$ cat src/rtl/xor_descrambler.sv
// rtl/xor_descrambler.sv - sync-word hunter and x^7+x^6+1 keystream descrambler
module xor_descrambler #(
    parameter logic [15:0] SYNC_WORD    = 16'hA5C3,
    parameter int unsigned PAYLOAD_BITS = 64,
    parameter logic [6:0]  SEED         = 7'h7F
) (
    input  logic       clk,
    input  logic       rst_n,
    input  logic       din,
    input  logic       din_valid,
    output logic       dout,
    output logic       dout_valid,
    output logic       locked,
    output logic       frame_done,
    output logic [7:0] frame_cnt
);

    // An all-zero seed locks the LFSR at zero; frame length must fit the 16-bit counter.
    if (SEED == 7'h00) begin : g_bad_seed
        $error("xor_descrambler: SEED must be nonzero");
    end
    if (PAYLOAD_BITS < 1 || PAYLOAD_BITS > 65535) begin : g_bad_len
        $error("xor_descrambler: PAYLOAD_BITS must be 1..65535");
    end

    localparam logic [15:0] LAST_BIT = 16'(PAYLOAD_BITS - 1);

    typedef enum logic {
        ST_HUNT    = 1'b0,
        ST_PAYLOAD = 1'b1
    } state_t;

    state_t      state_q, state_d;
    // Only the 15 most recent bits are kept; the 16th comes straight from din.
    logic [14:0] sr_q, sr_d;
    logic [6:0]  lfsr_q, lfsr_d;
    logic [15:0] bitcnt_q, bitcnt_d;
    logic        dout_q, dout_d;
    logic        dout_valid_q, dout_valid_d;
    logic        frame_done_q, frame_done_d;
    logic [7:0]  frame_cnt_q, frame_cnt_d;
    logic [15:0] window;

    assign window = {sr_q, din};

    // Next-state logic: hunt for sync in clear, then descramble a fixed-length payload.
    always_comb begin
        state_d      = state_q;
        sr_d         = sr_q;
        lfsr_d       = lfsr_q;
        bitcnt_d     = bitcnt_q;
        dout_d       = dout_q;
        dout_valid_d = 1'b0;
        frame_done_d = 1'b0;
        frame_cnt_d  = frame_cnt_q;
        if (din_valid) begin
            case (state_q)
                ST_HUNT: begin
                    sr_d = window[14:0];
                    if (window == SYNC_WORD) begin
                        state_d  = ST_PAYLOAD;
                        lfsr_d   = SEED;
                        bitcnt_d = 16'd0;
                    end
                end
                ST_PAYLOAD: begin
                    dout_d       = din ^ lfsr_q[6];
                    dout_valid_d = 1'b1;
                    lfsr_d       = {lfsr_q[5:0], lfsr_q[6] ^ lfsr_q[5]};
                    bitcnt_d     = bitcnt_q + 16'd1;
                    if (bitcnt_q == LAST_BIT) begin
                        frame_done_d = 1'b1;
                        frame_cnt_d  = frame_cnt_q + 8'd1;
                        state_d      = ST_HUNT;
                        // Clearing history keeps payload bits out of the next sync match.
                        sr_d         = '0;
                    end
                end
                default: state_d = ST_HUNT;
            endcase
        end
    end

    // State and output registers with asynchronous frame abort.
    always_ff @(posedge clk or negedge rst_n) begin
        if (!rst_n) begin
            state_q      <= ST_HUNT;
            sr_q         <= '0;
            lfsr_q       <= SEED;
            bitcnt_q     <= '0;
            dout_q       <= 1'b0;
            dout_valid_q <= 1'b0;
            frame_done_q <= 1'b0;
            frame_cnt_q  <= '0;
        end else begin
            state_q      <= state_d;
            sr_q         <= sr_d;
            lfsr_q       <= lfsr_d;
            bitcnt_q     <= bitcnt_d;
            dout_q       <= dout_d;
            dout_valid_q <= dout_valid_d;
            frame_done_q <= frame_done_d;
            frame_cnt_q  <= frame_cnt_d;
        end
    end

    assign dout       = dout_q;
    assign dout_valid = dout_valid_q;
    assign locked     = (state_q == ST_PAYLOAD);
    assign frame_done = frame_done_q;
    assign frame_cnt  = frame_cnt_q;

endmodule

$ cat config.mk
export PLATFORM = sky130hd
export DESIGN_NAME = xor_descrambler
export DESIGN_NICKNAME = d
export VERILOG_FILES = /design/src/rtl/xor_descrambler.sv
export SDC_FILE = /design/constraint.sdc
export NUM_CORES = 1
export LEC_CHECK = 0
export CORE_AREA = 10 10 60 99
export DETAILED_ROUTE_END_ITERATION = 10
export DIE_AREA = 0 0 70 109
export PLACE_DENSITY = 0.87
export SLEW_MARGIN = 20
export SYNTH_ARGS = -nofsm -noshare
export SYNTH_HDL_FRONTEND = slang
export SYNTH_SLANG_ARGS = --single-unit
$ cat constraint.sdc
create_clock -name clk -period 3.5 [get_ports clk]
set_input_delay 0.35 -clock clk [delete_from_list [all_inputs] [get_ports clk]]
set_output_delay 0.35 -clock clk [all_outputs]
set_load 0.005 [all_outputs]
# After elaboration in Yosys (flattened, before gate mapping)

Cells that the tools add are included.

Add/sub/neg operators: 2
$mul: 0
Divide/modulo/power cells: 0
Magnitude comparators: 0
Equal/unequal tests: 4
Shift operators: 0
Muxes and demuxes: 14
Bitwise logic cells: 3
Reductions and logical operators: 4

Operators by type and width:

| operator                | number |
|---|---|
| $pmux W16 S2            | 1 |
| $pmux W15 S2            | 1 |
| $add A16 B1 Y16 const B | 1 |
| $eq A16 B16 Y1 const B  | 1 |
| $eq A16 B6 Y1 const B   | 1 |
| $mux W16                | 1 |
| $mux W15                | 1 |
| $pmux W7 S2             | 1 |
| $add A8 B1 Y8 const B   | 1 |
| $mux W1                 | 7 |
| $mux W7                 | 1 |
| $reduce_and A2 Y1       | 3 |
| $reduce_and A3 Y1       | 1 |
| $ne A2 B1 Y1 const B    | 1 |
| $ne A2 B2 Y1 const B    | 1 |
| $pmux W1 S2             | 1 |
| $xor A1 B1 Y1           | 2 |
| $not A1 Y1              | 1 |

Flip-flop bits (word level): 50
Latch bits: 0
Memory bits (writable): 0
Bits in read-only memories: 0
Bits of input ports: 4
Output and inout bits: 12
Logic and storage cells: 35
Memories: 0

# Depth between registers and ports, before layout

Depth after elaboration: 4
Depth in mapped cells: 6
Depth with buffers taken out: 5

# Worst setup path after synthesis

No wires, ideal clock.

Path kind: reg-to-reg
Start: register sr_q[4]
End: register lfsr_q[5]
Setup time: 82 ps
Arrival time: 2173 ps
Data required time: 3418 ps
Path slack: 1245 ps
Stages on the path, launching flop included: 7
Buffers on the path: 2
Clock period less this slack: 2255 ps
Cell sequence: dfrtp_1 -> or4b_1 -> or4_4 -> buf_6 -> o21ai_4 -> buf_6 -> mux2_4

Word-level cells in the longest chain between the ends: 3

RTL lines:

| what                        | RTL line | text |
|---|---|---|
| from (decl)                 | 35       | `logic [14:0] sr_q, sr_d;` |
| from (signal assigned)      | 97       | `sr_q <= sr_d;` |
| $eq A16 B16 Y1              | 60       | `if (window == SYNC_WORD) begin` |
| $ne A2 B2 Y1 (no line)      | --       |  |
| $reduce_and A2 Y1 (no line) | --       |  |
| to (signal assigned)        | 98       | `lfsr_q <= lfsr_d;` |
| to (decl)                   | 36       | `logic [6:0] lfsr_q, lfsr_d;` |

No other way between the ends.
A chain may end at the register's enable or synchronous reset.

# Final worst setup path

Start: input din_valid
End: register frame_cnt_q[1] (netlist: frame_cnt[1])

Word-level cells in the longest chain between the ends: 1

RTL lines:

| what                        | RTL line | text |
|---|---|---|
| from (decl)                 | 10       | `input logic din_valid,` |
| $reduce_and A3 Y1 (no line) | --       |  |
| to (signal assigned)        | 103      | `frame_cnt_q <= frame_cnt_d;` |
| to (decl)                   | 41       | `logic [7:0] frame_cnt_q, frame_cnt_d;` |

No other way between the ends.

==> metrics.log <==
INFO  metric run_status = finished clean
INFO  metric timing.setup.tns = 0 ns
INFO  metric grt_pass1_wl = 8710 um
INFO  metric timing.critical_path.max_delay_family = buffers and inverters
INFO  metric root_buffer = sky130_fd_sc_hd__clkbuf_8
INFO  metric ff2ff_setup_slack = 1.09 ns
INFO  metric dieWidth = 70 um
INFO  metric core = 4320 um^2
INFO  metric setup-violations-final = 0
INFO  metric crit_slowest_cell = sky130_fd_sc_hd__clkdlybuf4s50_1
INFO  metric worst-endpoint-required = 3.69 ns
INFO  metric routed-wl-met3 = 163 um
INFO  metric critical_path.startpoint = din_valid
INFO  metric worst_slack = 0.947 ns
INFO  metric multi_input_area = 1150 um^2
INFO  metric cts_tree = built
INFO  metric worst_slew_margin_rel = 0.342
INFO  metric firstDrtPassIters = 4
INFO  metric cts-buffers-inserted = 5
INFO  metric routed_wirelength = 4950 um
INFO  metric post_drt_wl_per_cell = 15.7 um
INFO  metric vias_in_the_first_global_route = 1,946
INFO  metric antenna_found_initial = 0
INFO  metric max_slew.worst_pin.slew = 0.985 ns
INFO  metric synth_to_layout_area_growth = 12.9%
INFO  metric report.final.hold_viol_count = 0
INFO  metric routability_driven_placement_congestion_ratio = 0.821
INFO  metric insertedDiodeCount = 0
INFO  metric maximum_vdd_ir_drop = 357 uV
INFO  metric worst_setup_timing_slack_at_the_placement_stage = 0.649 ns
INFO  metric height_of_the_chip = 109 um
INFO  metric critical-path-max-stage-delay = 0.69 ns
INFO  metric cts_htree_levels = 2
INFO  metric syn_nets = 255
INFO  metric mostFrequentLayoutCell = sky130_fd_sc_hd__dfrtp_1
INFO  metric maximum_achievable_frequency = 0.392 GHz
INFO  metric antenna_left = 0
INFO  metric clock-sinks = 50
INFO  metric drcViolationCount = 0
INFO  metric power.static_leakage = 0.00126 uW
INFO  metric drive_gt1_frac = 0.110
INFO  metric setup_repair_after_global_routing_missed_its_margin = false
INFO  metric top_level_ports = 16
INFO  metric top_signal_layer_used = met4
INFO  metric synth.ff_latch_count = 50
INFO  metric final-max-slew-violation-count = 0
INFO  metric clk_pin_slew = 0.09 ns
INFO  metric total_met2_wirelength_after_detailed_routing = 2730 um
INFO  metric ff2ff_path_depth = 4
INFO  metric fp.dieArea = 7630 um^2
INFO  metric avgSynthCellArea = 10.0 um^2
INFO  metric clockBufferDepth = 2
INFO  metric grt_use_total = 0.133
INFO  metric start_util = 0.576
INFO  metric synthesis.area = 2490 um^2
INFO  metric cts_resized = 0
INFO  metric global_route.overflow_total = 0
INFO  metric m1WireLength = 1940 um
INFO  metric critical_path.n_buffers_inverters = 2
INFO  metric layout.cells.most_common_list = sky130_fd_sc_hd__dfrtp_1, sky130_fd_sc_hd__nand2_1, sky130_fd_sc_hd__nor2b_1
INFO  metric hp-class = in -> async
INFO  metric critical_path.cell_chain = clkdlybuf4s50_1 -> nand2_1 -> inv_1 -> nand3_1 -> nor2_1 -> mux2_2
INFO  metric yosys_cell_types = 34
INFO  metric largest_net_degree_at_the_start_of_global_routing = 51
INFO  metric path_max_fanout = 13
INFO  metric synth.yosys.seq_area_share = 0.506
INFO  metric crit_path_start_kind = input port
INFO  metric synth-warning-count = 0
INFO  metric finalWorstPathRequiredPeriod = 2.55 ns
INFO  metric hold_buffers = 0
INFO  metric layout.cell_area.non_filler = 2810 um^2
INFO  metric drv_cap = 0
INFO  metric numPortBuffers = 15
INFO  metric power_per_cell_area = 425 nW/um^2
INFO  metric crit_reg_reg_endpoint = lfsr_q[3]
INFO  metric fin_worst_skew = 0.00741 ns
INFO  metric worst_path_class_setup = in -> reg
INFO  metric dp_hpwl = 3340 um
INFO  metric worstSkewPairLatency = 0.30 ns
INFO  metric seqCellArea = 1260 um^2
INFO  metric core.rowCount = 32
INFO  metric num-fill-cells = 340
INFO  metric post-cts-setup-buffer-count = 0
INFO  metric regToRegStartpoint = sr_q[4]
INFO  metric period_share = 0.729
INFO  metric post_dp_cell_area = 2670 um^2
INFO  metric viasPerCell = 6.12
INFO  metric 1st_iter_drt_viols = 153
INFO  metric synthesis.instances = 249
INFO  metric cp.arrival = 2.75 ns
INFO  metric vias = 1,927
INFO  metric finalNetCount = 269
INFO  metric worstSetupEndpointType = flop
==> through the flow <==
stage	utilization	power [uW]	std cells	hold slack (ns)
finish	0.650	1190	315	0.0436
global route	0.650	1240	315	0.103
CTS	0.649	1200	315	0.282
detailed placement	0.616	712	307	0.468
global placement	0.616	709	307	0.456
floorplan	-	681	249	0.0544
==> logic make-up (layout without fill, tap and decap cells) <==
| kind of cell | count (synthesis) | in the layout | share of synthesized area |
|---|---|---|---|
| adder cells (fa/ha/maj) | 2 | 2 | 0.0100 |
| multiplexers | 15 | 15 | 0.0673 |
| XOR/XNOR | 9 | 9 | 0.0317 |
| AO/OA/AOI/OAI | 54 | 54 | 0.137 |
| flip-flops | 50 | 50 | 0.506 |
| AND/OR/NAND/NOR | 103 | 103 | 0.218 |
| buffers and inverters | 16 | 31 | 0.0301 |
==> synth_stat cells <==
| cell | number | area, um^2 |
|---|---|---|
| sky130_fd_sc_hd__and2_1 | 1 | 6.26 |
| sky130_fd_sc_hd__clkbuf_1 | 9 | 33.8 |
| sky130_fd_sc_hd__o21ai_4 | 1 | 16.3 |
| sky130_fd_sc_hd__a21oi_1 | 15 | 75.1 |
| sky130_fd_sc_hd__nand2_1 | 28 | 105 |
| sky130_fd_sc_hd__and3_1 | 2 | 12.5 |
| sky130_fd_sc_hd__o21ai_0 | 13 | 65.1 |
| sky130_fd_sc_hd__o211ai_1 | 16 | 120 |
| sky130_fd_sc_hd__ha_1 | 2 | 25.0 |
| sky130_fd_sc_hd__buf_6 | 2 | 22.5 |
| sky130_fd_sc_hd__nor4b_1 | 1 | 8.76 |
| sky130_fd_sc_hd__dfstp_2 | 7 | 184 |
| sky130_fd_sc_hd__or4_4 | 1 | 11.3 |
| sky130_fd_sc_hd__a31oi_1 | 6 | 37.5 |
| sky130_fd_sc_hd__and4_1 | 1 | 8.76 |
| sky130_fd_sc_hd__nand4_1 | 4 | 25.0 |
| sky130_fd_sc_hd__xor2_1 | 7 | 61.3 |
| sky130_fd_sc_hd__nor2b_1 | 17 | 106 |
| sky130_fd_sc_hd__nand2b_1 | 9 | 56.3 |
| sky130_fd_sc_hd__mux2_2 | 6 | 67.6 |
| sky130_fd_sc_hd__mux2_4 | 2 | 30.0 |
| sky130_fd_sc_hd__xnor2_1 | 2 | 17.5 |
| sky130_fd_sc_hd__or3_1 | 1 | 6.26 |
| sky130_fd_sc_hd__nand4b_1 | 1 | 8.76 |
| sky130_fd_sc_hd__nor4_1 | 7 | 43.8 |
| sky130_fd_sc_hd__or4b_1 | 1 | 10.0 |
| sky130_fd_sc_hd__nor3_1 | 5 | 25.0 |
| sky130_fd_sc_hd__mux2i_1 | 7 | 70.1 |
| sky130_fd_sc_hd__o41ai_1 | 2 | 17.5 |
| sky130_fd_sc_hd__dfrtp_1 | 43 | 1080 |
| sky130_fd_sc_hd__nand3_1 | 15 | 75.1 |
| sky130_fd_sc_hd__o22a_1 | 1 | 8.76 |
| sky130_fd_sc_hd__nor2_1 | 9 | 33.8 |
| sky130_fd_sc_hd__inv_1 | 5 | 18.8 |
==> layer usage <==
layer / vias up / global-route usage
li1: 921 / -
met5: - / 0
met2: 48 / 0.253
met1: 945 / 0.138
met4: 0 / 0.0595
met3: 13 / 0.0246
==> registers in the layout (all words and copies together), names as in the netlist <==
name        flops
bitcnt_q       16
dout            1
dout_valid      1
frame_cnt       8
frame_done      1
lfsr_q          7
locked          1
sr_q           15
==> worst max path at each step <==
| stage | to | slack (ns) | depth (start not counted) |
|---|---|---|---|
| final | frame_cnt[1] | 0.95 | 6 |
| after global placement | frame_cnt[1] | 0.70 | 6 |
| after detailed placement | frame_cnt[1] | 0.65 | 6 |
| after floorplan | lfsr_q[5] | 1.24 | 6 |
| after global routing | frame_cnt[1] | 0.72 | 6 |
| after CTS | frame_cnt[1] | 0.97 | 6 |
==> final cells by class <==
| type | instances | share of cell area |
|---|---|---|
| Tap cell | 51 | 0.0227 |
| Clock buffer | 6 | 0.0294 |
| Clock inverter | 2 | 0.0214 |
| Sequential cell | 50 | 0.448 |
| Inverter | 5 | 0.00668 |
| Timing Repair Buffer | 18 | 0.0606 |
| Multi-Input combinational cell | 183 | 0.411 |
==> power by group <==
group          switching, uW  internal [uW]
Sequential              28.9            605
Combinational           36.4           31.4
Clock                    188            305
Total                    254            941
Power figures use the tool's default switching activity.
